--- src/rtl/pll_pkg.sv ---
// Shared PLL definitions: phase-detector state encoding and the saturation limit
// helper, kept here so the loop filter can use the same values.
package pll_pkg;

   typedef enum logic [1:0] {
      IDLE     = 2'd0,
      WAIT_FB  = 2'd1,
      WAIT_REF = 2'd2
   } pd_state_t;

   // Largest positive magnitude of a signed error of the given width (width 2..31).
   function automatic int err_max(input int cnt_width);
      return (1 << (cnt_width - 1)) - 1;
   endfunction

endpackage

--- src/rtl/pll_lock_detect.sv ---
// Lock qualifier: counts consecutive small, slip-free phase errors and asserts
// locked once the run reaches lock_count.
module pll_lock_detect
   import pll_pkg::*;
#(
   parameter int CNT_WIDTH  = 16,
   parameter int LOCK_TOL   = 4,
   parameter int LOCK_COUNT = 8
) (
   input  logic                        clock,
   input  logic                        reset,
   input  logic                        clear,
   input  logic                        err_valid,
   input  logic                        slip,
   input  logic signed [CNT_WIDTH-1:0] phase_err,
   output logic                        locked
);

   localparam int RUN_W = $clog2(LOCK_COUNT + 1);
   localparam logic [RUN_W-1:0]     RUN_FULL = RUN_W'(LOCK_COUNT);
   localparam logic [CNT_WIDTH-1:0] TOL      = CNT_WIDTH'(LOCK_TOL);

   logic [RUN_W-1:0]     run;
   logic [RUN_W-1:0]     run_next;
   logic [CNT_WIDTH-1:0] mag;

   // The detector never emits the most negative value, so negation cannot overflow.
   assign mag = phase_err[CNT_WIDTH-1] ? $unsigned(-phase_err) : $unsigned(phase_err);

   always_comb begin
      run_next = run;
      if (err_valid) begin
         if (!slip && (mag <= TOL)) begin
            run_next = (run == RUN_FULL) ? run : run + 1'b1;
         end else begin
            run_next = '0;
         end
      end
   end

   always_ff @(posedge clock or posedge reset) begin
      if (reset) begin
         run    <= '0;
         locked <= 1'b0;
      end else if (clear) begin
         run    <= '0;
         locked <= 1'b0;
      end else begin
         run    <= run_next;
         locked <= (run_next == RUN_FULL);
      end
   end

endmodule

--- src/rtl/pll_phase_detector.sv ---
// Digital phase/frequency detector: measures the cycle distance between paired
// reference and feedback strobes and reports a signed, saturating phase error.
module pll_phase_detector
   import pll_pkg::*;
#(
   parameter int CNT_WIDTH  = 16,
   parameter int LOCK_TOL   = 4,
   parameter int LOCK_COUNT = 8
) (
   input  logic                        clock,
   input  logic                        reset,
   input  logic                        enable,
   input  logic                        ref_strobe,
   input  logic                        fb_strobe,
   output logic signed [CNT_WIDTH-1:0] phase_err,
   output logic                        err_valid,
   output logic                        slip,
   output logic                        locked
);

   localparam int ERR_MAX_I = err_max(CNT_WIDTH);
   localparam logic signed [CNT_WIDTH-1:0] ERR_MAX_S = CNT_WIDTH'(ERR_MAX_I);
   localparam logic [CNT_WIDTH-1:0]        CNT_LAST  = CNT_WIDTH'(ERR_MAX_I - 1);
   localparam logic [CNT_WIDTH-1:0]        CNT_ONE   = CNT_WIDTH'(1);

   pd_state_t                   state;
   pd_state_t                   state_next;
   logic [CNT_WIDTH-1:0]        cnt;
   logic [CNT_WIDTH-1:0]        cnt_next;
   logic                        err_load;
   logic signed [CNT_WIDTH-1:0] err_next;
   logic                        slip_next;
   logic                        lock_clear;

   // A count that would reach ERR_MAX is the timeout: it reports saturation and gives up.
   always_comb begin
      state_next = state;
      cnt_next   = cnt;
      err_load   = 1'b0;
      err_next   = '0;
      slip_next  = 1'b0;
      if (!enable) begin
         state_next = IDLE;
         cnt_next   = '0;
      end else begin
         case (state)
            IDLE: begin
               if (ref_strobe && fb_strobe) begin
                  err_load = 1'b1;
               end else if (ref_strobe) begin
                  state_next = WAIT_FB;
                  cnt_next   = CNT_ONE;
               end else if (fb_strobe) begin
                  state_next = WAIT_REF;
                  cnt_next   = CNT_ONE;
               end
            end
            WAIT_FB: begin
               if (fb_strobe) begin
                  err_load = 1'b1;
                  err_next = $signed(cnt);
                  if (ref_strobe) begin
                     cnt_next = CNT_ONE;
                  end else begin
                     state_next = IDLE;
                     cnt_next   = '0;
                  end
               end else if (ref_strobe) begin
                  err_load  = 1'b1;
                  err_next  = ERR_MAX_S;
                  slip_next = 1'b1;
                  cnt_next  = CNT_ONE;
               end else if (cnt == CNT_LAST) begin
                  err_load   = 1'b1;
                  err_next   = ERR_MAX_S;
                  slip_next  = 1'b1;
                  state_next = IDLE;
                  cnt_next   = '0;
               end else begin
                  cnt_next = cnt + 1'b1;
               end
            end
            WAIT_REF: begin
               if (ref_strobe) begin
                  err_load = 1'b1;
                  err_next = -$signed(cnt);
                  if (fb_strobe) begin
                     cnt_next = CNT_ONE;
                  end else begin
                     state_next = IDLE;
                     cnt_next   = '0;
                  end
               end else if (fb_strobe) begin
                  err_load  = 1'b1;
                  err_next  = -ERR_MAX_S;
                  slip_next = 1'b1;
                  cnt_next  = CNT_ONE;
               end else if (cnt == CNT_LAST) begin
                  err_load   = 1'b1;
                  err_next   = -ERR_MAX_S;
                  slip_next  = 1'b1;
                  state_next = IDLE;
                  cnt_next   = '0;
               end else begin
                  cnt_next = cnt + 1'b1;
               end
            end
            default: begin
               state_next = IDLE;
               cnt_next   = '0;
            end
         endcase
      end
   end

   always_ff @(posedge clock or posedge reset) begin
      if (reset) begin
         state     <= IDLE;
         cnt       <= '0;
         phase_err <= '0;
         err_valid <= 1'b0;
         slip      <= 1'b0;
      end else begin
         state     <= state_next;
         cnt       <= cnt_next;
         err_valid <= err_load;
         slip      <= slip_next;
         if (err_load) begin
            phase_err <= err_next;
         end
      end
   end

   assign lock_clear = ~enable;

   pll_lock_detect #(
      .CNT_WIDTH  (CNT_WIDTH),
      .LOCK_TOL   (LOCK_TOL),
      .LOCK_COUNT (LOCK_COUNT)
   ) u_lock_detect (
      .clock     (clock),
      .reset     (reset),
      .clear     (lock_clear),
      .err_valid (err_valid),
      .slip      (slip),
      .phase_err (phase_err),
      .locked    (locked)
   );

endmodule

--- config.mk ---
export PLATFORM = sky130hd
export DESIGN_NAME = pll_phase_detector
export DESIGN_NICKNAME = d
export VERILOG_FILES = /design/src/rtl/pll_pkg.sv /design/src/rtl/pll_lock_detect.sv /design/src/rtl/pll_phase_detector.sv
export SDC_FILE = /design/constraint.sdc
export NUM_CORES = 1
export LEC_CHECK = 0
export ABC_AREA = 1
export BUFFER_PORTS_ARGS = -buffer_cell sky130_fd_sc_hd__clkbuf_2
export CAP_MARGIN = 0
export CORE_ASPECT_RATIO = 0.7
export CORE_MARGIN = 2
export CORE_UTILIZATION = 45
export DETAILED_ROUTE_END_ITERATION = 7
export GPL_TIMING_DRIVEN = 0
export HOLD_SLACK_MARGIN = 0.06
export MAX_ROUTING_LAYER = met4
export PLACE_DENSITY = 0.67
export SETUP_SLACK_MARGIN = 0.15
export SLEW_MARGIN = 20
export SYNTH_ARGS = -nofsm -noshare
export SYNTH_HDL_FRONTEND = slang
export SYNTH_HIERARCHICAL = 1
export SYNTH_SLANG_ARGS = --single-unit
--- constraint.sdc ---
create_clock -name clock -period 2.1 [get_ports clock]
set_input_delay 0 -clock clock [delete_from_list [all_inputs] [get_ports clock]]
set_output_delay 0 -clock clock [all_outputs]
set_load 0.01 [all_outputs]
==> metrics.yaml <==
p_clk_frac: 0.280
top_usage_layer: "met1"
critPathArrivalTime_ns: 2.03
die_w_microns: 110.3
p_per_area_mw_per_mm2: 660.0
crit_path_max_fanout: 4
p_int_uw: 1635
place_hpwl_mm: 7.040
fin_crit_sh: 0.8634
tns_ns: 0
slew_headroom: 0.4795
yosysUniqueCellTypes: 34
viasPerCell: 5.237
track_usage: 0.2327
worst_clock_skew_ns: 0.007020
dp.cells: 673
startpoint: "phase_err[1]"
yosysSeqAreaShare: 0.2881
grt_pass1_wl_mm: 15.41
dr.first_iter.drc_count: 292
final_cells: 689
hold_class: "input port to asynchronous set/reset pin"
grt_max_degree: 37
finalHoldViolCount: 0
cpPeakStageDelay_ns: 0.45
final_common_cell: "nand2_1"
p_sw_uw: 1072
seqPwrFrac: 0.341
p_comb_frac: 0.380
max_cap_violations: 0
layout_common_cells: "nand2_1, nand3_1, inv_1"
rsz0062_at_grt: "true"
path_clk_slew_ns: 0.06
rows: 27
start_kind: "flop"
yosys.area.top_type: "dfrtp_1"
area_growth_syn_to_layout_pct: 15.21
vias: 3608
worstMarginPinSlew_ns: 0.7797
use_met2: 0.3117
dieArea_sq_mm: 0.008652
required_ns: 2.32
gp_congestion: 0.8883
crit_slowest_cell: "dfrtp_2"
yosysWarnings: 6
clock_path_buffers: 2
ant_nets: 0
max_freq_mhz: 551.5
syn-num-nets: 563
grt_remaining_overflow: 0
start_util: 0.4583
syn_area_sq_mm: 0.003561
ys_seq_elements: 41
irDropWorstVdd_mv: 0.4962
drt_wl_total_mm: 9.242
antenna_found_initial: 0
grt_pass1_vias: 3176
cts_tree: "built"
syn_avg_cell_area_sq_um: 6.486
htreeDepth: 2
met1_usage: 0.3628
slew_viol_final: 0
r2r_start: "phase_err[1]"
firstDrtPassIters: 5
yosysTopAreaCellShare: 0.2881
fin_crit_ns: 1.813
worstSkewPairLatency_ns: 0.29
synthCells: 549
die_y_microns: 78.43
path_cells: "nor2_4 -> nand3_2 -> nand2_1 -> inv_1 -> nor2_2 -> nand3_1 -> nor2_1 -> nand2_1 -> nor2_4 -> nand2_1 -> nand2_2 -> nand2_2 -> nor2_2"
drc: 0
synth_edf_count: 0
p_sw_frac: 0.3960
setup_violations: 0
synth_ff_type: "dfrtp_1"
core_area_sq_mm: 0.007770
wl_per_cell_microns: 13.41
cts_sinks: 41
synth_area_leaders: "dfrtp_1, nand2_1, nand3_1, inv_1, nor2_1"
async_reset_ff_frac: 1.000
antenna_cells: 0
portBuffers: 23
status: "complete, no violations"
cts-root-buf: "clkbuf_16"
critical_path_class: "flop to flop"
numCtsBuffers: 5
use_met3: 0.04651
path_common_cell: "nand2_1"
drive_gt1_frac: 0.2109
end_kind: "flop"
boundaryPins: 24
fin_nets: 601
p_leak_uw: 0.002273
## cell families after synthesis
group / Yosys count / share of synthesized area
adders and majority gates: 9 / 0.03162
AOI/OAI and AO/OA: 35 / 0.05693
DFF: 41 / 0.2881
and+or+nand+nor: 366 / 0.4873
xor gates and xnor gates: 8 / 0.01968
buffers and inverters: 90 / 0.1163
## path summary, 6_finish.rpt
kind / slack [ns] / cells past startpoint / to
worst max-delay path: 0.29 / 13 / u_lock_detect/locked
min in group clock: 0.21 / 5 / cnt[0]
worst min register to register: 0.52 / 2 / state[1]
worst max register to register: 0.29 / 13 / u_lock_detect/locked
max in group asynchronous: 1.15 / 3 / phase_err[3]
worst min-delay path: 0.15 / 3 / u_lock_detect/run[3]
## routing by layer
metal	routed length, microns	vias to the layer above
met5	0	-
met4	46	0
met3	712	7
met2	3757	113
met1	4725	1661
li1	-	1827
## cells in the mapped netlist, types with 7 or more instances
cell	number
nor2_1	65
xor2_1	7
a21oi_1	9
dfrtp_1	41
nand3_2	10
inv_1	66
ha_1	9
nand2_2	10
nand2_1	158
o21ai_0	18
inv_2	8
nand4_1	7
nand3_1	91
## final cells by class
| cell class | instances | area [sq um] |
|---|---|---|
| fill | 777 | 3667 |
| multi-input combinational | 418 | 2196 |
| sequential | 41 | 1032 |
| inverter | 75 | 286.5 |
| timing repair buffer | 31 | 182.7 |
| buffer | 15 | 136.4 |
| tap | 101 | 126.4 |
| clock buffer | 5 | 125.1 |
| clock inverter | 3 | 17.52 |
## registers in the layout, summed over array words and instances (netlist names)
signal / count
cnt: 16
phase_err: 16
u_lock_detect/run: 4
state: 2
err_valid: 1
slip: 1
u_lock_detect/locked: 1
## stage by stage
step | cell area (sq um) | hold WS [ns] | util | setup WS [ns] | total power [uW]
6_report | 4103 | 0.1549 | 0.5280 | 0.2868 | 2708
5_1_grt | 4103 | 0.1856 | 0.5280 | 0.07635 | 2895
4_1_cts | 3975 | 0.1592 | 0.5116 | 0.1687 | 2624
3_5_place_dp | 3802 | -0.08515 | 0.4894 | 0.1930 | 1859
3_3_place_gp | 3802 | -0.1077 | 0.4894 | 0.1944 | 1840
2_1_floorplan | 3561 | -0.2215 | - | 0.5024 | 1624
## power by group through the flow
stage          clock network [uW]  logic (uW)  registers (uW)
2_1_floorplan                   0         699             925
3_3_place_gp                    0         915             926
3_5_place_dp                    0         930             930
4_1_cts                       769         940             915
5_1_grt                       809        1150             932
6_report                      758        1030             922
## critical path, delay by kind of cell (launching register included)
family        cells  cell delay [ns]
simple gates     12             1.26
flops             1             0.45
buf+inv           1             0.04
## repair_timing
| item | 4_1_cts | 5_1_grt |
|---|---|---|
| gates resized for setup | 0 | 30 |
| endpoints found under the hold margin | 45 | 0 |
| setup buffers | 0 | 5 |
| hold buffers | 3 | 0 |
| endpoints found under the setup margin | 0 | 29 |
No activity file was read; power rests on OpenSTA's default activity.
